File: src/rtl/des_block_loader.sv
// DES input stage: assembles 64-bit blocks from a byte stream, applies the initial
// permutation and hands L0/R0 to the round engine through a one-entry output register.
module des_block_loader #(
  parameter bit MSB_FIRST = 1'b1
) (
  input  logic        clk,
  input  logic        rst,
  input  logic        in_valid,
  output logic        in_ready,
  input  logic [7:0]  in_data,
  input  logic        flush,
  output logic        out_valid,
  input  logic        out_ready,
  output logic [31:0] l_out,
  output logic [31:0] r_out,
  output logic        busy
);

  logic [2:0]  r_cnt;
  logic [63:0] r_blk;
  logic        r_out_valid;
  logic [31:0] r_l_out;
  logic [31:0] r_r_out;

  logic        w_xfer;
  logic        w_complete;
  logic [2:0]  w_pos;
  logic [63:0] w_blk_next;
  logic [63:0] w_perm;

  // Only the completing byte stalls, and only while the output slot stays occupied.
  assign in_ready   = ~((r_cnt == 3'd7) & r_out_valid & ~out_ready);
  assign w_xfer     = in_valid & in_ready & ~flush;
  assign w_complete = w_xfer & (r_cnt == 3'd7);
  assign w_pos      = MSB_FIRST ? ~r_cnt : r_cnt;

  // Incoming byte merged with the buffer so the 8th byte feeds the permutation directly.
  always_comb begin
    w_blk_next = r_blk;
    w_blk_next[{w_pos, 3'b000} +: 8] = in_data;
  end

  // Initial permutation: blk[{r, c}] moves to perm[{~c[0], c[2:1], ~r}].
  always_comb begin
    logic [5:0] v_src;
    w_perm = '0;
    for (int i = 0; i < 64; i++) begin
      v_src = 6'(i);
      w_perm[{~v_src[0], v_src[2:1], ~v_src[5:3]}] = w_blk_next[i];
    end
  end

  always_ff @(posedge clk or posedge rst) begin
    if (rst) begin
      r_cnt       <= 3'd0;
      r_blk       <= 64'd0;
      r_out_valid <= 1'b0;
      r_l_out     <= 32'd0;
      r_r_out     <= 32'd0;
    end else begin
      if (flush) begin
        r_cnt <= 3'd0;
      end else if (w_xfer) begin
        r_cnt <= r_cnt + 3'd1;
        r_blk <= w_blk_next;
      end

      if (w_complete) begin
        r_out_valid <= 1'b1;
        r_l_out     <= w_perm[63:32];
        r_r_out     <= w_perm[31:0];
      end else if (out_ready) begin
        r_out_valid <= 1'b0;
      end
    end
  end

  assign out_valid = r_out_valid;
  assign l_out     = r_l_out;
  assign r_out     = r_r_out;
  assign busy      = (r_cnt != 3'd0) | r_out_valid;

endmodule

File: config.mk
export PLATFORM = sky130hd
export DESIGN_NAME = des_block_loader
export DESIGN_NICKNAME = d
export VERILOG_FILES = /design/src/rtl/des_block_loader.sv
export SDC_FILE = /design/constraint.sdc
export NUM_CORES = 1
export LEC_CHECK = 0
export CAP_MARGIN = 30
export CORE_MARGIN = 2
export CORE_UTILIZATION = 40
export DETAILED_ROUTE_END_ITERATION = 12
export GPL_TIMING_DRIVEN = 0
export SYNTH_ARGS = -nofsm -noshare
export SYNTH_HDL_FRONTEND = slang
export SYNTH_SLANG_ARGS = --single-unit
File: constraint.sdc
create_clock -name clk -period 3.6 [get_ports clk]
set_input_delay 0.36 -clock clk [delete_from_list [all_inputs] [get_ports clk]]
set_output_delay 0.36 -clock clk [all_outputs]
set_load 0.005 [all_outputs]
==> impl_metrics.ini, run 1 <==
[power]
internal_power_mw = 2.79
power.density_nw_per_um2 = 514
leakage_nw = 3.24
power_switching_mw = 0.752
total_power_mw = 3.54
netSwitchingFraction = 0.212
peakVddDrop_mv = 0.241
p_comb_frac = 0.063
pwr-share-seq = 0.456
clkPwrFrac = 0.480

[final_layout]
fin_area_um2 = 6900
diodes = 0
final_net_count = 516
layout-drive-gt1-share = 0.196
area_growth_pct = 31.6
fill_cells = 1134

[floorplanning]
die_w_um = 118
ios = 80
row_count = 41
die_h_um = 118
start_util = 0.412
core_area_um2 = 12700
dieArea_um2 = 14000

[setup_path]
worstPathRequired_ns = 3.90
crit_type = register to register
crit_path_top_delay_cell = a211oi_4
r2r.worst_path.cells = 6
endpoint_kind = register
crit_chain = ha_1 > ha_1 > buf_2 > or4b_4 > a211oi_4 > mux2_2
crit_top_cell = ha_1
start_kind = register
critical_path_peak_fanout = 9
max_stage_delay_ns = 0.53
rrSetupSlack_ns = 0.85
crit_arrival_ns = 3.05

[global_routing]
grt_first_pass_wirelength_um = 19900
grt_max_degree = 43
overflow = 0
track_usage = 0.187
antenna_found_initial = 0
grt_pass1_vias = 3694

[synthesis]
synthesis.area_um2 = 5240
ys_warn_count = 0
synth_top_area_frac = 0.630
synth_area_leaders = dfrtp_1, mux2_2, a22o_1
async_flop_share = 1.00
synth.distinct_cells = 28
yosysTopAreaCell = dfrtp_1
ys.flop_type = dfrtp_1
synth_most_common_cell = dfrtp_1
ys_seq_area_frac = 0.630
yosys-top-cells-count = dfrtp_1, mux2_2, a22o_1, nor2_1, nand2_1
syn_avg_cell_area_um2 = 13.2
synthCells = 396
syn_nets = 415
synth_seq_cells = 132
synth_edf_count = 0

[place]
gp_congestion = 0.847
place_ws_ns = 0.856
dp_hpwl_um = 8250
portBuffers = 79
placed_cell_area_um2 = 6310

[clocking]
root_buffer = clkbuf_16
hold_buffers = 0
cts_tree = yes
clockBufferDepth = 2
cts_buffers = 17
postCtsSetupRepairBufs = 0
cts_resized = 0
cts_sinks = 132
cts.htree.levels = 4
clk_pin_slew_worst_paths_ns = 0.05
insertion_delay_ns = 0.42

[run_status]
status = finished, final reports clean

[flow_run]
cap_violations = 0

[drt]
via_per_inst = 5.08
drt_first_pass_iters = 4
vias = 3466
ant_nets = 0
wl_per_cell_um = 17.9
routed_wl_um = 12200
drt_iter0_drc = 233
drc = 0

[sta]
finalCriticalPeriod_ns = 2.75
final_hold_viol_count = 0
rsz0062_at_grt = no
slew_headroom = 0.470
worst_slew_pin_slew_ns = 0.792
period_share = 0.765
fin_setup_tns_ns = 0
fin_skew_ns = 0.00784
setup_viol = 0
postLayoutSetupSlackWorst_ns = 0.845
maxClockFrequency_ghz = 0.363
finalMaxSlewViolations = 0

[worst_hold_path]
hold_class = input pin to async pin
## kinds of logic (layout without fill, tap and decap cells)
logic type / after synthesis / count (layout) / synth area share
muxes: 72 / 72 / 0.153
DFF: 132 / 132 / 0.630
xor gates and xnor gates: 1 / 1 / 0.00167
AOI/OAI and AO/OA: 59 / 59 / 0.0936
adders and majority gates: 6 / 6 / 0.0143
buffers and inverters: 20 / 134 / 0.0148
and+or+nand+nor: 106 / 106 / 0.0926
## placed cells by master, fill, tap and decap left out, drive strengths merged, types with 4 or more instances in the layout
master / synthesis / layout
nor2: 39 / 39
buf: 4 / 7
nand3: 7 / 7
clkbuf: 13 / 42
mux2: 64 / 64
dfrtp: 132 / 132
mux2i: 8 / 8
and2: 4 / 4
ha: 6 / 6
nand2: 35 / 35
clkdlybuf4s50: 0 / 79
a22o: 48 / 48
a21oi: 10 / 10
nand2b: 9 / 9
## final cells by class
type / instances / area (um2) / share of cell area
buffer: 17 / 66.3 / 0.00962
clock buffer: 29 / 520 / 0.0755
clock inverter: 3 / 65.1 / 0.00943
inverter: 3 / 15.0 / 0.00218
multi-input combinational: 244 / 1860 / 0.270
sequential: 132 / 3300 / 0.479
tap: 172 / 215 / 0.0312
timing repair buffer: 82 / 851 / 0.123
## state kept, by name, indices dropped and copies added, names as in the netlist
register,cells
out_valid,1
l_out,32
r_out,32
r_cnt,3
r_blk,64
## worst paths after layout
check	start	endpoint
max in group asynchronous	rst	r_out[2]
worst max register to register	r_cnt[1]	r_blk[34]
worst min-delay path	rst	r_blk[36]
worst min register to register	l_out[11]	l_out[11]
min in group clk	l_out[11]	l_out[11]
worst max-delay path	r_cnt[1]	r_blk[34]
## per-stage QoR
| step | cells | utilization | hold WS [ns] |
|---|---|---|---|
| 2_1_floorplan | 396 | - | 0.423 |
| 3_3_place_gp | 647 | 0.491 | 0.453 |
| 3_5_place_dp | 650 | 0.496 | 0.457 |
| 4_1_cts | 682 | 0.542 | 0.350 |
| 5_1_grt | 682 | 0.542 | 0.385 |
| 6_report | 682 | 0.542 | 0.347 |
## per-layer routing
| layer | vias up | routed length [um] | global-route usage |
|---|---|---|---|
| met5 | - | 0 | 0 |
| met4 | 0 | 228 | 0.0826 |
| met3 | 22 | 738 | 0.0526 |
| met2 | 100 | 5420 | 0.283 |
| met1 | 1730 | 5840 | 0.251 |
| li1 | 1614 | - | - |
## power by group through the flow
stage / combinational, mW / clock (mW) / sequential (mW)
6_report: 0.224 / 1.70 / 1.62
5_1_grt: 0.250 / 1.79 / 1.63
4_1_cts: 0.229 / 1.73 / 1.62
3_5_place_dp: 0.227 / 0 / 1.64
3_3_place_gp: 0.213 / 0 / 1.64
2_1_floorplan: 0.152 / 0 / 1.63
## worst max-delay path: cells and delay by family (launching register included)
kind / cells / cell delay [ns]
AO/OA/AOI/OAI: 1 / 0.53
adder cells (fa/ha/maj): 2 / 0.53
buffers and inverters: 1 / 0.19
flip-flops: 1 / 0.49
multiplexers: 1 / 0.40
AND/OR/NAND/NOR: 1 / 0.50
Power figures use the tool's default switching activity.
==> run 2, diff against run 1 <==
==> constraint.sdc (replaced) <==
create_clock -name clk -period 2.3 [get_ports clk]
set_input_delay 0.23 -clock clk [delete_from_list [all_inputs] [get_ports clk]]
set_output_delay 0.23 -clock clk [all_outputs]
set_load 0.005 [all_outputs]
==> run 2 against run 1 <==
  * The run now ends with setup timing left
  * Final cell count increased by 0.44%
  * Setup slack got worse by 0.90 ns
  * Via count increased by 1.1%
  * Combinational power increased by 66%
  * Non-clock buffer count increased by 5
  * Global-route usage increased by 0.35 points
  * Clock power increased by 46%
  * Hold slack got worse by 0.13 ns
  * Core utilization increased by 0.95 points
  * Clock skew decreased by 0.0027 ns
==> impl_metrics.ini, run 2 (same netlist as run 1, synthesis figures left out) <==
[flow_run]
cap_violations = 0

[drt]
drt_first_pass_iters = 4
routed_wl_um = 12500
drc = 0
wl_per_cell_um = 18.3
ant_nets = 0
drt_iter0_drc = 130
vias = 3503
via_per_inst = 5.11

[sta]
fin_skew_ns = 0.00514
final_hold_viol_count = 0
slew_headroom = 0.553
setup_viol = 8
maxClockFrequency_ghz = 0.425
postLayoutSetupSlackWorst_ns = -0.0546
period_share = 1.02
fin_setup_tns_ns = -0.335
worst_slew_pin_slew_ns = 0.670
finalCriticalPeriod_ns = 2.35
finalMaxSlewViolations = 0
rsz0062_at_grt = yes

[floorplanning]
core_area_um2 = 12700
die_w_um = 118
start_util = 0.412
ios = 80
die_h_um = 118
dieArea_um2 = 14000
row_count = 41

[final_layout]
largest_reg_flops = 64
layout-drive-gt1-share = 0.261
diodes = 0
final_core_util = 0.552
layout_common_cells = dfrtp_1, clkdlybuf4s50_1, mux2_2, a22o_1, nor2_1
fill_cells = 1142
area_growth_pct = 33.9
final_net_count = 521
regMostFlops = r_blk
final_common_cell = dfrtp_1

[clocking]
cts_buffers = 17
root_buffer = clkbuf_16
clockBufferDepth = 2
insertion_delay_ns = 0.42
cts.htree.levels = 4
clk_pin_slew_worst_paths_ns = 0.05
cts_tree = yes
hold_buffers = 0
cts_sinks = 132

[setup_path]
crit_arrival_ns = 2.66
max_stage_delay_ns = 0.47
critical_path_peak_fanout = 8
cp_top_family = simple AND/OR/NAND/NOR gates
crit_type = register to register
crit_chain = ha_4 > ha_1 > buf_6 > or4b_4 > a211oi_4 > buf_12 > mux2_2
start_kind = register
worstPathRequired_ns = 2.60
worstPathBufferInverterCount = 2
crit_path_top_delay_cell = or4b_4
crit_start = r_cnt[1]
endpoint_kind = register
rr_startpoint = r_cnt[1]

[place]
place_ws_ns = -0.378
dp_hpwl_um = 8390
gp_congestion = 0.833
portBuffers = 79

[power]
total_power_mw = 5.40
peakVddDrop_mv = 0.426
leakage_nw = 3.30
power.density_nw_per_um2 = 769

[global_routing]
use_met3 = 0.0623
track_usage = 0.190
met2_usage = 0.287
grt_max_degree = 42
overflow = 0
antenna_found_initial = 0
grt-busiest-layer = met2
grt_use_met1 = 0.260
grt_first_pass_wirelength_um = 19900
grt_pass1_vias = 3576

[worst_hold_path]
hold_class = input pin to async pin

[run_status]
violations = setup timing
status = complete, but fails checks
[run 2: cell count changes in the layout (fill, tap and decap cells not counted), moves of 4 or more]
cell | previous run | this run
nor2_1 | 39 | 34
clkbuf_2 | 0 | 6
nor2_2 | 0 | 5
clkbuf_1 | 20 | 5
nand2_2 | 0 | 4
buf_4 | 0 | 8
nand2_1 | 35 | 31
[run 2: metal layers]
layer,routed length (um),vias up
met3,674,15
met4,170,0
li1,-,1611
met2,5810,94
met1,5860,1783
met5,0,-
[run 2: layout make-up]
class	count	area (um2)	area share
buffer	13	72.6	0.0103
clock buffer	27	533	0.0759
inverter	3	15.0	0.00214
tap	172	215	0.0307
clock inverter	3	17.5	0.00250
timing repair buffer	91	945	0.135
sequential	132	3310	0.471
multi-input combinational	244	1910	0.273
[run 2: final timing paths]
path,end,slack [ns],cells past startpoint
min reg2reg,r_out[19],0.47,2
min,l_out[15],0.22,2
max,r_blk[35],-0.05,7
max reg2reg,r_blk[35],-0.05,7
min in group clk,r_cnt[1],0.46,2
max in group asynchronous,l_out[5],1.25,4
[run 2: timing repair]
item / CTS / global route
pin swaps: 1 / 1
gates resized for setup: 13 / 17
buffers inserted: 5 / 4
setup endpoints to repair: 131 / 122
[run 2: power by group]
| part | switching (mW) | total, mW | internal [mW] |
|---|---|---|---|
| sequential | 0.0730 | 2.53 | 2.46 |
| combinational | 0.191 | 0.372 | 0.180 |
| clock | 0.931 | 2.49 | 1.56 |
| total | 1.20 | 5.40 | 4.20 |
[run 2: metrics by stage]
| stage | hold WS, ns | area, um2 | instances |
|---|---|---|---|
| CTS | 0.224 | 6940 | 681 |
| detailed placement | 0.460 | 6320 | 650 |
| finish | 0.221 | 7020 | 685 |
| global placement | 0.459 | 6260 | 647 |
| global route | 0.251 | 7020 | 685 |
| floorplan | 0.289 | 5260 | 396 |
